==> src/rtl/multiplicador_uc.sv <==
// multiplicador_uc: control unit for the N-bit shift-add multiplier.
// Moore FSM sequencing load, conditional add and shift, with watchdog.
module multiplicador_uc #(
   parameter int N = 4
) (
   input  logic clk,
   input  logic rst,
   input  logic start,
   input  logic qlsb,
   input  logic zero,
   output logic a_rst,
   output logic a_en,
   output logic a_ld,
   output logic b_en,
   output logic b_ld,
   output logic q_en,
   output logic q_ld,
   output logic cnt_en,
   output logic cnt_ld,
   output logic busy,
   output logic done,
   output logic err
);

   localparam int WW = $clog2(N + 1);

   typedef enum logic [2:0] {
      S_IDLE,
      S_INIT,
      S_TEST,
      S_ADD,
      S_SHIFT,
      S_DONE,
      S_ERR
   } state_t;

   state_t          state_q, state_d;
   logic [WW-1:0]   wd_q, wd_d;
   logic [11:0]     ctl_q, ctl_d;

   // Output pattern per state; registered so outputs follow state_q only.
   // Bit order: a_rst a_en a_ld b_en b_ld q_en q_ld cnt_en cnt_ld busy done err
   function automatic logic [11:0] decode(input state_t s);
      logic [11:0] o;
      o = '0;
      unique case (s)
         S_INIT:  o = 12'b1_00_11_11_11_1_0_0;
         S_TEST:  o = 12'b0_00_00_00_00_1_0_0;
         S_ADD:   o = 12'b0_11_00_00_00_1_0_0;
         S_SHIFT: o = 12'b0_10_00_10_10_1_0_0;
         S_DONE:  o = 12'b0_00_00_00_00_0_1_0;
         S_ERR:   o = 12'b0_00_00_00_00_0_0_1;
         default: o = '0;
      endcase
      return o;
   endfunction

   // Next-state and watchdog update.
   always_comb begin
      state_d = state_q;
      wd_d    = wd_q;
      unique case (state_q)
         S_IDLE: begin
            if (start) state_d = S_INIT;
         end
         S_INIT: begin
            wd_d    = '0;
            state_d = S_TEST;
         end
         S_TEST: begin
            if (zero)                 state_d = S_DONE;
            else if (wd_q == WW'(N))  state_d = S_ERR;
            else if (qlsb)            state_d = S_ADD;
            else                      state_d = S_SHIFT;
         end
         S_ADD: begin
            state_d = S_SHIFT;
         end
         S_SHIFT: begin
            if (wd_q != WW'(N)) wd_d = wd_q + WW'(1);
            state_d = S_TEST;
         end
         S_DONE, S_ERR: begin
            if (!start) state_d = S_IDLE;
         end
         default: begin
            state_d = S_IDLE;
         end
      endcase
   end

   assign ctl_d = decode(state_d);

   // State, watchdog and registered outputs; reset clears all at once.
   always_ff @(posedge clk or posedge rst) begin
      if (rst) begin
         state_q <= S_IDLE;
         wd_q    <= '0;
         ctl_q   <= '0;
      end else begin
         state_q <= state_d;
         wd_q    <= wd_d;
         ctl_q   <= ctl_d;
      end
   end

   assign {a_rst, a_en, a_ld, b_en, b_ld, q_en, q_ld,
           cnt_en, cnt_ld, busy, done, err} = ctl_q;

endmodule

==> config.mk <==
export PLATFORM = sky130hd
export DESIGN_NAME = multiplicador_uc
export DESIGN_NICKNAME = d
export VERILOG_FILES = /design/src/rtl/multiplicador_uc.sv
export SDC_FILE = /design/constraint.sdc
export NUM_CORES = 1
export LEC_CHECK = 0
export BUFFER_PORTS_ARGS = -buffer_cell sky130_fd_sc_hd__buf_2
export CAP_MARGIN = 20
export CORE_MARGIN = 8
export CORE_UTILIZATION = 50
export CTS_CLUSTER_SIZE = 10
export DETAILED_ROUTE_END_ITERATION = 10
export GPL_TIMING_DRIVEN = 1
export PLACE_DENSITY_LB_ADDON = 0.15
export SLEW_MARGIN = 0
export SYNTH_ARGS = -nofsm -noshare
export SYNTH_HDL_FRONTEND = slang
export SYNTH_SLANG_ARGS = --single-unit
==> constraint.sdc <==
create_clock -name clk -period 2.24 [get_ports clk]
set_clock_uncertainty 0.15 [all_clocks]
set_input_delay 0.672 -clock clk [delete_from_list [all_inputs] [get_ports clk]]
set_output_delay 0.672 -clock clk [all_outputs]
set_load 0.1 [all_outputs]
# --- Yosys cells after proc, flatten, opt, wreduce, memory -nomap -nowiden ---
# Index checks and enable logic that the tools add are counted.
op_classes:
  n_addsub: 1
  n_eq_ne: 15
  mux: 9
  n_reduce_logical: 5
op_table:
  columns: ["op", "count"]
  rows:
  - ["case mux 12 bit (6 select lines)", 1]
  - ["== test 3 bit, second input constant", 7]
  - ["two-way mux 3 bit", 6]
  - ["case mux 3 bit (5 select lines)", 1]
  - ["== test 3 x 2 -> 1 bit, second input constant", 4]
  - ["== test 3 x 1 -> 1 bit, second input constant", 2]
  - ["case mux 3 bit (2 select lines)", 1]
  - ["OR reduction 2 bit", 2]
  - ["adder 3 x 1 -> 3 bit, second input constant", 1]
  - ["logical NOT 3 bit", 1]
  - ["!= test 3 bit, second input constant", 1]
  - ["!= test 2 bit, second input constant", 1]
  - ["AND reduction 2 bit", 1]
  - ["nonzero test 2 bit", 1]
totals:
  register_bits: 18
  inputBits: 5
  wordCells: 33

# --- Logic depth before layout (Yosys ltp) ---
logic_depth:
  ltp_word: 6
  ltp_mapped: 7
  ltp_nobuf: 7

# --- Worst setup path after synthesis ---
# No wires, ideal clock.
synth_path:
  path_type: "register to output"
  from: "register ctl_q[8]"
  to: "output b_en"
  arrival_ps: 1374
  required_ps: 1418
  slack_ps: 44
  path_stages_with_launch: 2
  path_cell_list: "dfrtp_1 buf_4"
synth_rtl:
  columns: ["element", "line_no", "source"]
  rows:
  - ["start: declaration", "39", "logic [11:0] ctl_q, ctl_d;"]
  - ["start signal: assignment", "103", "ctl_q <= ctl_d;"]
  - ["end: declaration", "14", "output logic b_en,"]
# No word-level cell between the ends.

==> impl_results.rst <==
.. list-table::
   :header-rows: 1

   * - Metric
     - Value
   * - Status
     - finished clean
   * - Number of rows created at floorplan
     - 13
   * - Critical path startpoint category
     - register
   * - Critical path destination
     - a_rst
   * - Overall routed net length
     - 1.30 mm
   * - GR met1 Demand/Resource
     - 0.134
   * - FF-to-FF setup slack
     - 0.39 ns
   * - Number of vias after detailed routing
     - 525
   * - Delay of the slowest critical-path stage
     - 0.44 ns
   * - Area leader, netlist
     - dfrtp_1
   * - TritonCTS buffer count
     - 3
   * - Highest attainable clock frequency
     - 520 MHz
   * - Met2 usage
     - 0.145
   * - Effective utilization at floorplan
     - 0.530
   * - Placeable Area
     - 1300 um^2
   * - Post-place setup slack
     - 0.390 ns
   * - Clock-pin transition on the worst setup and hold timing paths
     - 0.08 ns
   * - Fraction of final layout cells sized beyond drive strength 1
     - 0.259
   * - Worst-case clock buffer depth
     - 2
   * - Type of the setup path with the least slack
     - register to output port
   * - Part of the cycle the worst path needs
     - 0.858
   * - Length of the first detailed-routing pass in iterations
     - 4
   * - DR vias/cell
     - 5.25
   * - Required time of the critical path
     - 1.42 ns
   * - Number of primary I/O pins
     - 17
   * - Final-report max-slew violation count
     - 0
   * - Slowest stage cell, crit path
     - buf_2
   * - Synthesized instance count
     - 72
   * - Number of buffers added on ports
     - 16
   * - Area grow syn2layout
     - 10.3%
   * - Quantity of gates resized following cts
     - 0
   * - Buffer count from post-CTS setup fixing
     - 0
   * - Die Y-Extent
     - 53.1 um
   * - Pin slew with the least headroom to its limit
     - 0.492 ns
   * - Post-cts hold buffer count
     - 0
   * - CP Launch Point
     - ctl_q[8]
   * - Number of clock sinks seen by CTS
     - 13
   * - Avg Synthesized Cell Area
     - 9.58 um^2
   * - Number of diodes added for antenna fixing
     - 0
   * - Class of the tightest hold or removal check
     - input pin to async pin
   * - Post-synth design cell area
     - 689 um^2
   * - DIE WIDTH
     - 53.1 um
   * - Netlist cell types
     - 29
   * - Endpoint kind of the worst setup timing path
     - output port
   * - Residual overflow from global routing
     - 0
   * - Total setup violations reported at the end of the flow
     - 0
   * - Post-detailed-route DRC marker count
     - 0
   * - Portion of the post-synthesis area used by sequential elements
     - 0.472
   * - Total negative setup slack
     - 0 ns
   * - Total routing usage reported by global routing
     - 0.100
   * - Clock Latency Late Sink
     - 0.27 ns
   * - Number of max-cap violations
     - 0
   * - Setup repair after global routing missed its margin
     - no
   * - Largest fanout on the critical path
     - 5
   * - Biggest area contributors in the synthesized netlist
     - dfrtp_1, buf_4, nand2_1
   * - GR Util met3
     - 0.0420
   * - Crit path time final
     - 1.92 ns
   * - Crit path max-delay family
     - buffers and inverters
   * - FF-to-FF path depth
     - 7
   * - GRT busiest layer
     - met2
   * - Number of nets produced by synthesis
     - 79
   * - Net total in the final layout
     - 93
   * - Pin count of the biggest net entering global routing
     - 15
   * - Number of gates on the worst path with buffers counted
     - 1
   * - Floorplan die area
     - 2820 um^2
   * - Proportion of synthesized flip-flops having asynchronous set or reset
     - 1.00
   * - Total of fill cells in the finished design
     - 131
   * - Clock tree from TritonCTS
     - done
   * - Worst slew margin
     - 0.672
   * - Maximum level of the CTS H-tree
     - 1
   * - GPL Wtd Cong
     - 0.772
   * - Worst reg2reg path startpoint
     - wd_q[0]
   * - Number of enable-type register cells in the synthesized netlist
     - 0
   * - Endpoint of the worst register-to-register path
     - ctl_q[10]
   * - Clock Tree Root
     - clkbuf_4
   * - Total half-perimeter wirelength after legalization and detailed placement
     - 968 um
   * - Top cell type's share of synthesized area
     - 0.472
   * - Data arrival, critical path
     - 1.10 ns
   * - Worst path buffer plus inverter count
     - 1
   * - Violation count after the first detailed-routing iteration
     - 12
   * - Yosys warnings
     - 0
   * - Fin worst setup slack
     - 0.317 ns
   * - Number of flip-flops and latches in the synthesized netlist
     - 13
   * - Critical path cell sequence
     - buf_2
   * - Main synth FF type
     - dfrtp_1
   * - Final number of hold-violating endpoints
     - 0
   * - Average routed wire per standard cell
     - 13.0 um
   * - Number of global-route vias before repair
     - 484
   * - Antenna violations before repair
     - 0
   * - Global-route wire length before repair
     - 2.17 mm
   * - Number of nets with antenna violations after routing
     - 0
cells by family (layout without fill, tap and decap cells):
| group | Yosys count | in the layout | share of synthesized area |
|---|---|---|---|
| DFF | 13 | 13 | 0.472 |
| AOI/OAI and AO/OA | 19 | 19 | 0.205 |
| and+or+nand+nor | 22 | 22 | 0.152 |
| buffers and inverters | 15 | 28 | 0.122 |
| xor gates and xnor gates | 1 | 1 | 0.0127 |
| adders and majority gates | 2 | 2 | 0.0363 |
cell type report:
| cell class | count | area, um^2 | share of cell area |
|---|---|---|---|
| Sequential cell | 13 | 325 | 0.428 |
| Multi-Input combinational cell | 44 | 280 | 0.368 |
| Timing Repair Buffer | 16 | 80.1 | 0.105 |
| Inverter | 8 | 30.0 | 0.0395 |
| Clock buffer | 4 | 26.3 | 0.0345 |
| Tap cell | 15 | 18.8 | 0.0247 |
sequential cells by signal, summed over array words and instances (netlist names):
name	cells
wd_q	3
state_q	3
ctl_q	7
worst min-delay path by stage:
stage | startpoint | slack [ns] | cells past startpoint | endpoint
2_1_floorplan | wd_q[1] | 0.37 | 1 | wd_q[1]
3_3_place_gp | wd_q[1] | 0.40 | 1 | wd_q[1]
3_5_place_dp | wd_q[1] | 0.41 | 1 | wd_q[1]
4_1_cts | rst | 0.27 | 2 | ctl_q[6]
5_1_grt | rst | 0.29 | 2 | ctl_q[2]
6_report | rst | 0.26 | 2 | ctl_q[6]
cells in the final DEF (no fill, tap or decap), drive strengths merged, types with 2 or more instances in the layout:
cell    Yosys  routed
a21oi       4       4
ha          2       2
nand2       9       9
clkbuf      0       4
a22o        2       2
inv         7       7
buf         7      16
a31oi       3       3
nor2        4       4
dfrtp      13      13
o21ai       3       3
nand2b      4       4
metal layers:
layer | vias up | share of wire
met5 | - | 0
met1 | 233 | 0.50
met4 | 0 | 0.0084
met3 | 2 | 0.079
li1 | 272 | -
met2 | 18 | 0.41
through the flow:
stage,util,cell area [um^2],hold slack [ns],instances
2_1_floorplan,-,689,0.374,72
3_3_place_gp,0.564,734,0.401,96
3_5_place_dp,0.564,734,0.408,96
4_1_cts,0.585,761,0.272,100
5_1_grt,0.585,761,0.288,100
6_report,0.585,761,0.256,100
cell usage after synthesis, types with 2 or more instances:
cell type and number:
dfrtp_1 13, nand2_1 9, inv_1 6, buf_4 5
a21oi_1 4, nand2b_1 4, nor2_1 4, a31oi_1 3
a22o_1 2, ha_1 2, o21ai_0 2
Power is not shown: default switching activity piles up to over one toggle a cycle in this logic, so the estimate is an artifact.
